`src/rtl/seq_divider16.sv`:
```
// Restoring shift-subtract divider producing one quotient bit per clock.
// Signed mode divides magnitudes, then restores signs (truncating division).
module seq_divider16 #(
    parameter int WIDTH = 16,
    parameter int CNT_W = 5
) (
    input  logic             clk,
    input  logic             rst,
    input  logic             start,
    input  logic [WIDTH-1:0] dividend,
    input  logic [WIDTH-1:0] divisor,
    input  logic             sign,
    output logic             busy,
    output logic             done,
    output logic [WIDTH-1:0] quotient,
    output logic [WIDTH-1:0] remainder,
    output logic             div_by_zero,
    output logic             ovflow
);

    // state  | meaning
    // IDLE   | waiting for start; result outputs hold the last operation
    // RUN    | one restoring iteration per cycle, WIDTH cycles in total
    // FIX    | sign correction, result outputs written
    // DONE   | one cycle; done pulses on the following cycle
    typedef enum logic [1:0] {
        S_IDLE,
        S_RUN,
        S_FIX,
        S_DONE
    } state_t;

    localparam logic [CNT_W-1:0] LAST_CNT = CNT_W'(WIDTH - 1);
    localparam logic [WIDTH-1:0] MIN_NEG  = {1'b1, {(WIDTH-1){1'b0}}};

    state_t           state_q;
    logic [CNT_W-1:0] cnt_q;
    logic [WIDTH-1:0] rem_q;
    logic [WIDTH-1:0] quo_q;
    logic [WIDTH-1:0] dvs_q;
    logic             q_neg_q;
    logic             r_neg_q;
    logic             busy_q;
    logic             done_q;
    logic             dz_q;
    logic             ov_q;
    logic [WIDTH-1:0] quotient_q;
    logic [WIDTH-1:0] remainder_q;

    logic             dvd_neg_d;
    logic             dvs_neg_d;
    logic [WIDTH-1:0] dvd_mag_d;
    logic [WIDTH-1:0] dvs_mag_d;
    logic             ovf_case_d;
    logic [WIDTH:0]   shift_d;
    logic [WIDTH:0]   trial_d;
    logic             borrow_d;
    logic [WIDTH-1:0] quo_fix_d;
    logic [WIDTH-1:0] rem_fix_d;

    always_comb begin
        dvd_neg_d  = sign & dividend[WIDTH-1];
        dvs_neg_d  = sign & divisor[WIDTH-1];
        dvd_mag_d  = dvd_neg_d ? -dividend : dividend;
        dvs_mag_d  = dvs_neg_d ? -divisor : divisor;
        ovf_case_d = sign && (dividend == MIN_NEG) && (divisor == '1);
        shift_d    = {rem_q, quo_q[WIDTH-1]};
        // Partial remainder stays below the divisor, so shift_d < 2*divisor:
        // a non-negative difference fits in WIDTH bits and bit WIDTH is the borrow.
        trial_d    = shift_d - {1'b0, dvs_q};
        borrow_d   = trial_d[WIDTH];
        quo_fix_d  = q_neg_q ? -quo_q : quo_q;
        rem_fix_d  = r_neg_q ? -rem_q : rem_q;
    end

    always_ff @(posedge clk or posedge rst) begin
        if (rst) begin
            state_q     <= S_IDLE;
            cnt_q       <= '0;
            rem_q       <= '0;
            quo_q       <= '0;
            dvs_q       <= '0;
            q_neg_q     <= 1'b0;
            r_neg_q     <= 1'b0;
            busy_q      <= 1'b0;
            done_q      <= 1'b0;
            dz_q        <= 1'b0;
            ov_q        <= 1'b0;
            quotient_q  <= '0;
            remainder_q <= '0;
        end else begin
            done_q <= (state_q == S_DONE);
            case (state_q)
                S_IDLE: begin
                    if (start) begin
                        q_neg_q <= dvd_neg_d ^ dvs_neg_d;
                        r_neg_q <= dvd_neg_d;
                        quo_q   <= dvd_mag_d;
                        dvs_q   <= dvs_mag_d;
                        rem_q   <= '0;
                        cnt_q   <= '0;
                        dz_q    <= 1'b0;
                        ov_q    <= 1'b0;
                        if (divisor == '0) begin
                            quotient_q  <= '1;
                            remainder_q <= dividend;
                            dz_q        <= 1'b1;
                            state_q     <= S_DONE;
                        end else if (ovf_case_d) begin
                            quotient_q  <= MIN_NEG;
                            remainder_q <= '0;
                            ov_q        <= 1'b1;
                            state_q     <= S_DONE;
                        end else begin
                            busy_q  <= 1'b1;
                            state_q <= S_RUN;
                        end
                    end
                end
                S_RUN: begin
                    rem_q <= borrow_d ? shift_d[WIDTH-1:0] : trial_d[WIDTH-1:0];
                    quo_q <= {quo_q[WIDTH-2:0], ~borrow_d};
                    cnt_q <= cnt_q + CNT_W'(1);
                    if (cnt_q == LAST_CNT) begin
                        state_q <= S_FIX;
                    end
                end
                S_FIX: begin
                    quotient_q  <= quo_fix_d;
                    remainder_q <= rem_fix_d;
                    busy_q      <= 1'b0;
                    state_q     <= S_DONE;
                end
                S_DONE: begin
                    state_q <= S_IDLE;
                end
                default: begin
                    state_q <= S_IDLE;
                end
            endcase
        end
    end

    assign busy        = busy_q;
    assign done        = done_q;
    assign quotient    = quotient_q;
    assign remainder   = remainder_q;
    assign div_by_zero = dz_q;
    assign ovflow      = ov_q;

endmodule

```
`config.mk`:
```
export PLATFORM = sky130hd
export DESIGN_NAME = seq_divider16
export DESIGN_NICKNAME = d
export VERILOG_FILES = /design/src/rtl/seq_divider16.sv
export SDC_FILE = /design/constraint.sdc
export NUM_CORES = 1
export LEC_CHECK = 0
export BUFFER_PORTS_ARGS = -buffer_cell sky130_fd_sc_hd__buf_2
export CAP_MARGIN = 20
export CORE_MARGIN = 2
export CORE_UTILIZATION = 50
export CTS_CLUSTER_DIAMETER = 40
export DETAILED_ROUTE_END_ITERATION = 8
export GPL_ROUTABILITY_DRIVEN = 0
export PLACE_DENSITY = 0.73
export SLEW_MARGIN = 20
export SYNTH_ARGS = -nofsm -noshare
export SYNTH_HDL_FRONTEND = slang
export SYNTH_SLANG_ARGS = --single-unit
```
`constraint.sdc`:
```
create_clock -name clk -period 3.2 [get_ports clk]
set_input_delay 0.64 -clock clk [delete_from_list [all_inputs] [get_ports clk]]
set_output_delay 0.64 -clock clk [all_outputs]
set_load 0.005 [all_outputs]
```
==> results of run 1 <==
## layout make-up
type	instances	area (um2)	area share
timing repair buffer	83	483	0.0683
clock buffer	11	253	0.0357
inverter	39	148	0.0209
multi-input combinational	541	3590	0.507
clock inverter	5	65.1	0.00920
tap	168	210	0.0297
sequential	93	2330	0.329
## layer usage
layer	GRT usage	part of all wire
met1	0.333	0.43
met2	0.424	0.48
met3	0.0497	0.068
met4	0.104	0.021
met5	0	0
## cells by family after synthesis
family	count (synthesis)	synth area share
xor+xnor	63	0.0889
fa+ha+maj	28	0.0576
buf+inv	72	0.0476
compound gates	201	0.207
mux	39	0.0661
simple gates	210	0.157
flops	93	0.375
## worst max-delay path: cells and delay by family (launching register included)
kind / cells / cell delay, ps
compound gates: 4 / 960
mux: 1 / 200
fa+ha+maj: 2 / 630
buf+inv: 2 / 250
flops: 1 / 390
simple gates: 2 / 410
## state kept, by name (all words and copies together), names as in the netlist
| signal | count |
|---|---|
| rem_q | 16 |
| done | 1 |
| remainder | 16 |
| cnt_q | 5 |
| r_neg_q | 1 |
| busy | 1 |
| quotient | 16 |
| quo_q | 16 |
| q_neg_q | 1 |
| dvs_q | 16 |
| div_by_zero | 1 |
| ovflow | 1 |
| state_q | 2 |
## where the power goes
group / switching [mW] / total (mW) / internal [mW]
sequential: 0.508 / 2.17 / 1.66
clock: 0.487 / 1.14 / 0.657
combinational: 2.20 / 3.86 / 1.66
total: 3.19 / 7.17 / 3.98
## per-stage QoR
step | hold slack [ps] | power [mW] | cell area [um2] | setup slack, ps | std cells
5_1_grt | 453 | 7.75 | 7070 | 130 | 940
3_5_place_dp | 470 | 5.96 | 6760 | 191 | 924
4_1_cts | 418 | 7.13 | 7070 | 165 | 940
6_report | 385 | 7.17 | 7070 | 190 | 940
2_1_floorplan | 450 | 4.92 | 6210 | 140 | 706
3_3_place_gp | 465 | 5.79 | 6760 | 256 | 924
## worst max-delay path by stage
stage	end	slack, ps	from	cells after the start
final	rem_q[4]$_DFFE_PP0P_	190	quo_q[15]$_DFFE_PP0P_	11
after floorplan	busy$_DFFE_PP0P_	140	rst	1
after global placement	remainder[15]$_DFFE_PP0P_	260	divisor[2]	9
after global routing	rem_q[4]$_DFFE_PP0P_	130	quo_q[15]$_DFFE_PP0P_	11
after CTS	rem_q[4]$_DFFE_PP0P_	170	quo_q[15]$_DFFE_PP0P_	11
after detailed placement	remainder[8]$_DFFE_PP0P_	190	divisor[2]	9
## layout by cell type (no fill, tap or decap), types with 4 or more instances in the layout
cell,n
nand4_1,6
a2bb2oi_1,13
nand3_1,10
mux2_1,14
dfrtp_1,93
and3_1,4
or4_1,4
buf_4,9
and2_1,4
nand2_1,102
buf_2,71
o211ai_1,4
o41ai_1,9
nand2b_1,10
a22o_1,15
ha_1,27
nor3_1,11
a21oi_1,40
inv_1,38
xor2_1,21
nor2_1,34
clkbuf_16,9
mux2i_1,23
o21ai_0,77
o31ai_1,13
nor4_1,6
xnor2_1,42
## timing repair
| action | CTS | global route |
|---|---|---|
| gates resized for setup | 0 | 1 |
| endpoints found under the setup margin | 0 | 1 |
| hold buffers | 0 | 0 |
| buffers inserted | 0 | 0 |
==> flow_summary.json, run 1 <==
{
  "rsz0062_at_grt": "no",
  "drv_slew": 0,
  "grt_antenna_before_repair": 0,
  "critical_path_peak_fanout": 14,
  "syn_nets": 770,
  "synthArstFlopShare": 1.00,
  "clockRootBuffer": "clkbuf_16",
  "vias": 5545,
  "synth_area_leaders": "dfrtp_1 37%, o21ai_0 6.3%, nand2_1 6.2%",
  "syn_inst": 706,
  "syn_area_mm2": 0.00621,
  "via_per_inst": 5.90,
  "irDropWorstVdd_v": 0.000416,
  "reg2reg_slack_ps": 190,
  "avgSynthCellArea_um2": 8.79,
  "outcome": "complete, no violations",
  "drt_iter0_drc": 582,
  "area_growth_syn_to_layout_pct": 14.0,
  "grt_pass1_vias": 5387,
  "r2r_end": "rem_q[4]$_DFFE_PP0P_",
  "cts_buffer_depth": 2,
  "hold_viol": 0,
  "grt_pass1_wl_um": 26800,
  "cts_tree": "yes",
  "wire_per_inst_um": 17.5,
  "cap_violations": 0,
  "fill_cells": 1036,
  "wl_um": 16400,
  "critPathLaunchType": "flip-flop",
  "path_cells": "inv_1 -> ha_1 -> fa_1 -> nand2b_1 -> a21oi_1 -> o21ai_1 -> o31a_1 -> and3_1 -> buf_12 -> mux2i_1 -> o21ai_0",
  "r2r_cells": 11,
  "drc": 0,
  "synth_top_area_share": 0.375,
  "htree_levels": 3,
  "synth_commonest_cells": "102 x nand2_1, 93 x dfrtp_1, 78 x o21ai_0, 42 x xnor2_1, 40 x a21oi_1",
  "fmax_mhz": 332,
  "n_antenna_cell": 0,
  "initial_core_util": 0.515,
  "min_period_ps": 3010,
  "grt_max_degree": 94,
  "die_y_um": 115,
  "synth_flop_cell": "dfrtp_1",
  "r2r_start": "quo_q[15]$_DFFE_PP0P_",
  "grt_usage": 0.257,
  "ant_nets": 0,
  "dp_hpwl_um": 11800,
  "clk_pin_slew_ps": 70,
  "relSlewSlack": 0.618,
  "die-width_um": 115,
  "max_stage_delay_ps": 400,
  "setup_violations": 0,
  "gr-total-overflow": 0,
  "power_density_mw_per_mm2": 1010,
  "core_mm2": 0.0121,
  "end_kind": "flip-flop",
  "path_class": "flip-flop to flip-flop",
  "critPathArrivalTime_ps": 3220,
  "final.setup_skew_ps": 10.3,
  "clock_latency_ps": 360,
  "synth.yosys.seq_area_share": 0.375,
  "synth_edf_count": 0,
  "min_path_type": "input port to async pin",
  "worst_slew_pin_slew_ps": 567,
  "worstPathRequired_ps": 3410,
  "fp-row-count": 40,
  "nets": 831,
  "dieArea_mm2": 0.0133,
  "cpMaxStageDelayCell": "fa_1",
  "synthDistinctLibCells": 62,
  "final.setup.tns_ps": 0,
  "synth_most_common_cell": "nand2_1",
  "p_leak_nw": 3.25,
  "finalCritPeriodShare": 0.941,
  "boundaryPins": 72,
  "synth_warnings": 0,
  "synth-seq-cells": 93,
  "drt_first_pass_iters": 5,
  "drive_gt1_frac": 0.145,
  "yosys.area.top_type": "dfrtp_1",
  "cts_sinks": 93,
  "finalCoreUtilization": 0.587,
  "io_buffers": 71,
  "cts_buffers": 9
}
No activity file was read; power rests on OpenSTA's default activity.
==> inputs of run 2 (changes only) <==
--- a/config.mk
+++ b/config.mk
@@ -12,7 +12,8 @@
 export CTS_CLUSTER_DIAMETER = 40
 export DETAILED_ROUTE_END_ITERATION = 8
 export GPL_ROUTABILITY_DRIVEN = 0
-export PLACE_DENSITY = 0.73
+export MAX_ROUTING_LAYER = met4
+export PLACE_DENSITY = 0.7
 export SLEW_MARGIN = 20
 export SYNTH_ARGS = -nofsm -noshare
 export SYNTH_HDL_FRONTEND = slang
==> constraint.sdc (replaced) <==
create_clock -name clk -period 3.55 [get_ports clk]
set_input_delay 0.71 -clock clk [delete_from_list [all_inputs] [get_ports clk]]
set_output_delay 0.71 -clock clk [all_outputs]
set_load 0.005 [all_outputs]
==> flow_summary.json, run 2 (synthesis gave the netlist of run 1 again) <==
{
  "final_cell_mix": "102 x nand2_1, 93 x dfrtp_1, 78 x o21ai_0",
  "vias": 5419,
  "drt_iter0_drc": 431,
  "p_leak_nw": 3.24,
  "hold_viol": 0,
  "nets": 829,
  "via_per_inst": 5.78,
  "final_common_cell": "nand2_1",
  "fmax_mhz": 321,
  "drt_first_pass_iters": 6,
  "end_kind": "flip-flop",
  "r2r_cells": 10,
  "die-width_um": 115,
  "p_sw_mw": 2.82,
  "postCtsSetupBuffers": 0,
  "initial_core_util": 0.515,
  "r2r_start": "quo_q[15]$_DFFE_PP0P_",
  "critPathLaunchType": "flip-flop",
  "switching_share": 0.442,
  "worst_slew_pin_slew_ps": 742,
  "final.setup_skew_ps": 11.9,
  "cts_buffers": 9,
  "htree_levels": 3,
  "grt_max_degree": 55,
  "final.setup.tns_ps": 0,
  "setup.worst_path.start": "quo_q[15]$_DFFE_PP0P_",
  "core_mm2": 0.0121,
  "cts_sinks": 93,
  "hold_buffers": 0,
  "wl_um": 15800,
  "min_path_type": "input port to async pin",
  "critPathArrivalTime_ps": 3400,
  "die_y_um": 115,
  "wire_per_inst_um": 16.8,
  "cts_buffer_depth": 2,
  "ant_nets": 0,
  "cp-endpoint": "rem_q[14]$_DFFE_PP0P_",
  "worstPathRequired_ps": 3830,
  "reg2reg_slack_ps": 430,
  "clockRootBuffer": "clkbuf_16",
  "p_int_mw": 3.56,
  "irDropWorstVdd_v": 0.000376,
  "grt_usage": 0.261,
  "power_frac_comb": 0.532,
  "r2r_end": "rem_q[14]$_DFFE_PP0P_",
  "min_period_ps": 3120,
  "drv_slew": 0,
  "clk_pin_slew_ps": 70,
  "cts_tree": "yes",
  "io_buffers": 71,
  "seqPwrFrac": 0.306,
  "critical_path_peak_fanout": 9,
  "grt_pass1_vias": 5154,
  "path_class": "flip-flop to flip-flop",
  "grt_pass1_wl_um": 26300,
  "rsz0062_at_grt": "no",
  "fp-row-count": 40,
  "drive_gt1_frac": 0.140,
  "cts.repair.resized": 0,
  "power.share.clock": 0.162,
  "dieArea_mm2": 0.0133,
  "boundaryPins": 72,
  "dp_hpwl_um": 11900,
  "fin_hold_ws_ps": 452,
  "n_antenna_cell": 0,
  "power_density_mw_per_mm2": 909,
  "grt_antenna_before_repair": 0,
  "drc": 0,
  "area_growth_syn_to_layout_pct": 13.3,
  "gr-total-overflow": 0,
  "relSlewSlack": 0.500,
  "finalCritPeriodShare": 0.879,
  "cap_violations": 0,
  "clock_latency_ps": 350,
  "setup_violations": 0,
  "outcome": "complete, no violations"
}
[run 2: layout make-up]
class | instances | area (um2)
Fill cell | 1067 | 5030
Timing Repair Buffer | 81 | 443
Multi-Input combinational cell | 541 | 3590
Sequential cell | 93 | 2330
Clock inverter | 5 | 86.3
Clock buffer | 10 | 229
Inverter | 39 | 148
Tap cell | 168 | 210
[run 2: how the worst min path moves through the flow]
| stage | start | to | slack [ps] | depth (start not counted) |
|---|---|---|---|---|
| CTS | dvs_q[15]$_DFFE_PP0P_ | dvs_q[15]$_DFFE_PP0P_ | 480 | 2 |
| global placement | dvs_q[2]$_DFFE_PP0P_ | dvs_q[2]$_DFFE_PP0P_ | 460 | 2 |
| global route | rst | rem_q[12]$_DFFE_PP0P_ | 510 | 2 |
| floorplan | cnt_q[4]$_DFFE_PP0P_ | cnt_q[4]$_DFFE_PP0P_ | 450 | 2 |
| detailed placement | dvs_q[15]$_DFFE_PP0P_ | dvs_q[15]$_DFFE_PP0P_ | 470 | 2 |
| finish | rst | rem_q[12]$_DFFE_PP0P_ | 450 | 2 |
[run 2: power groups by stage]
stage	logic (mW)	clock network (mW)	registers, mW
2_1_floorplan	2.61	0	1.83
3_5_place_dp	3.36	0	1.97
3_3_place_gp	3.25	0	1.94
4_1_cts	3.38	1.04	1.95
5_1_grt	3.81	1.09	2.02
6_report	3.40	1.03	1.96
[run 2: routing by layer]
layer | vias to the layer above | GRT usage | routed length (um)
met5 | - | - | 0
met4 | 0 | 0.0948 | 357
met3 | 26 | 0.0345 | 1030
met2 | 197 | 0.388 | 7080
met1 | 2556 | 0.366 | 7320
li1 | 2640 | - | -
[run 2: per-stage QoR]
step	power, mW	worst slack [ps]	instances	cell area (um2)	util
global route	6.93	311	937	7030	0.583
detailed placement	5.33	389	922	6720	0.557
global placement	5.19	486	922	6720	0.557
finish	6.39	431	937	7030	0.583
floorplan	4.43	420	706	6210	-
CTS	6.38	481	937	7030	0.583
[run 2: worst max-delay path: stages, from the launching register on]
cell and delay [ps]:
dfrtp_1 380, inv_1 80, ha_1 220, fa_1 410, nand2b_1 190, a21oi_1 220, o21ai_0 320, o21ai_1 250
nand3_1 360, nor4_1 450, a21o_1 160
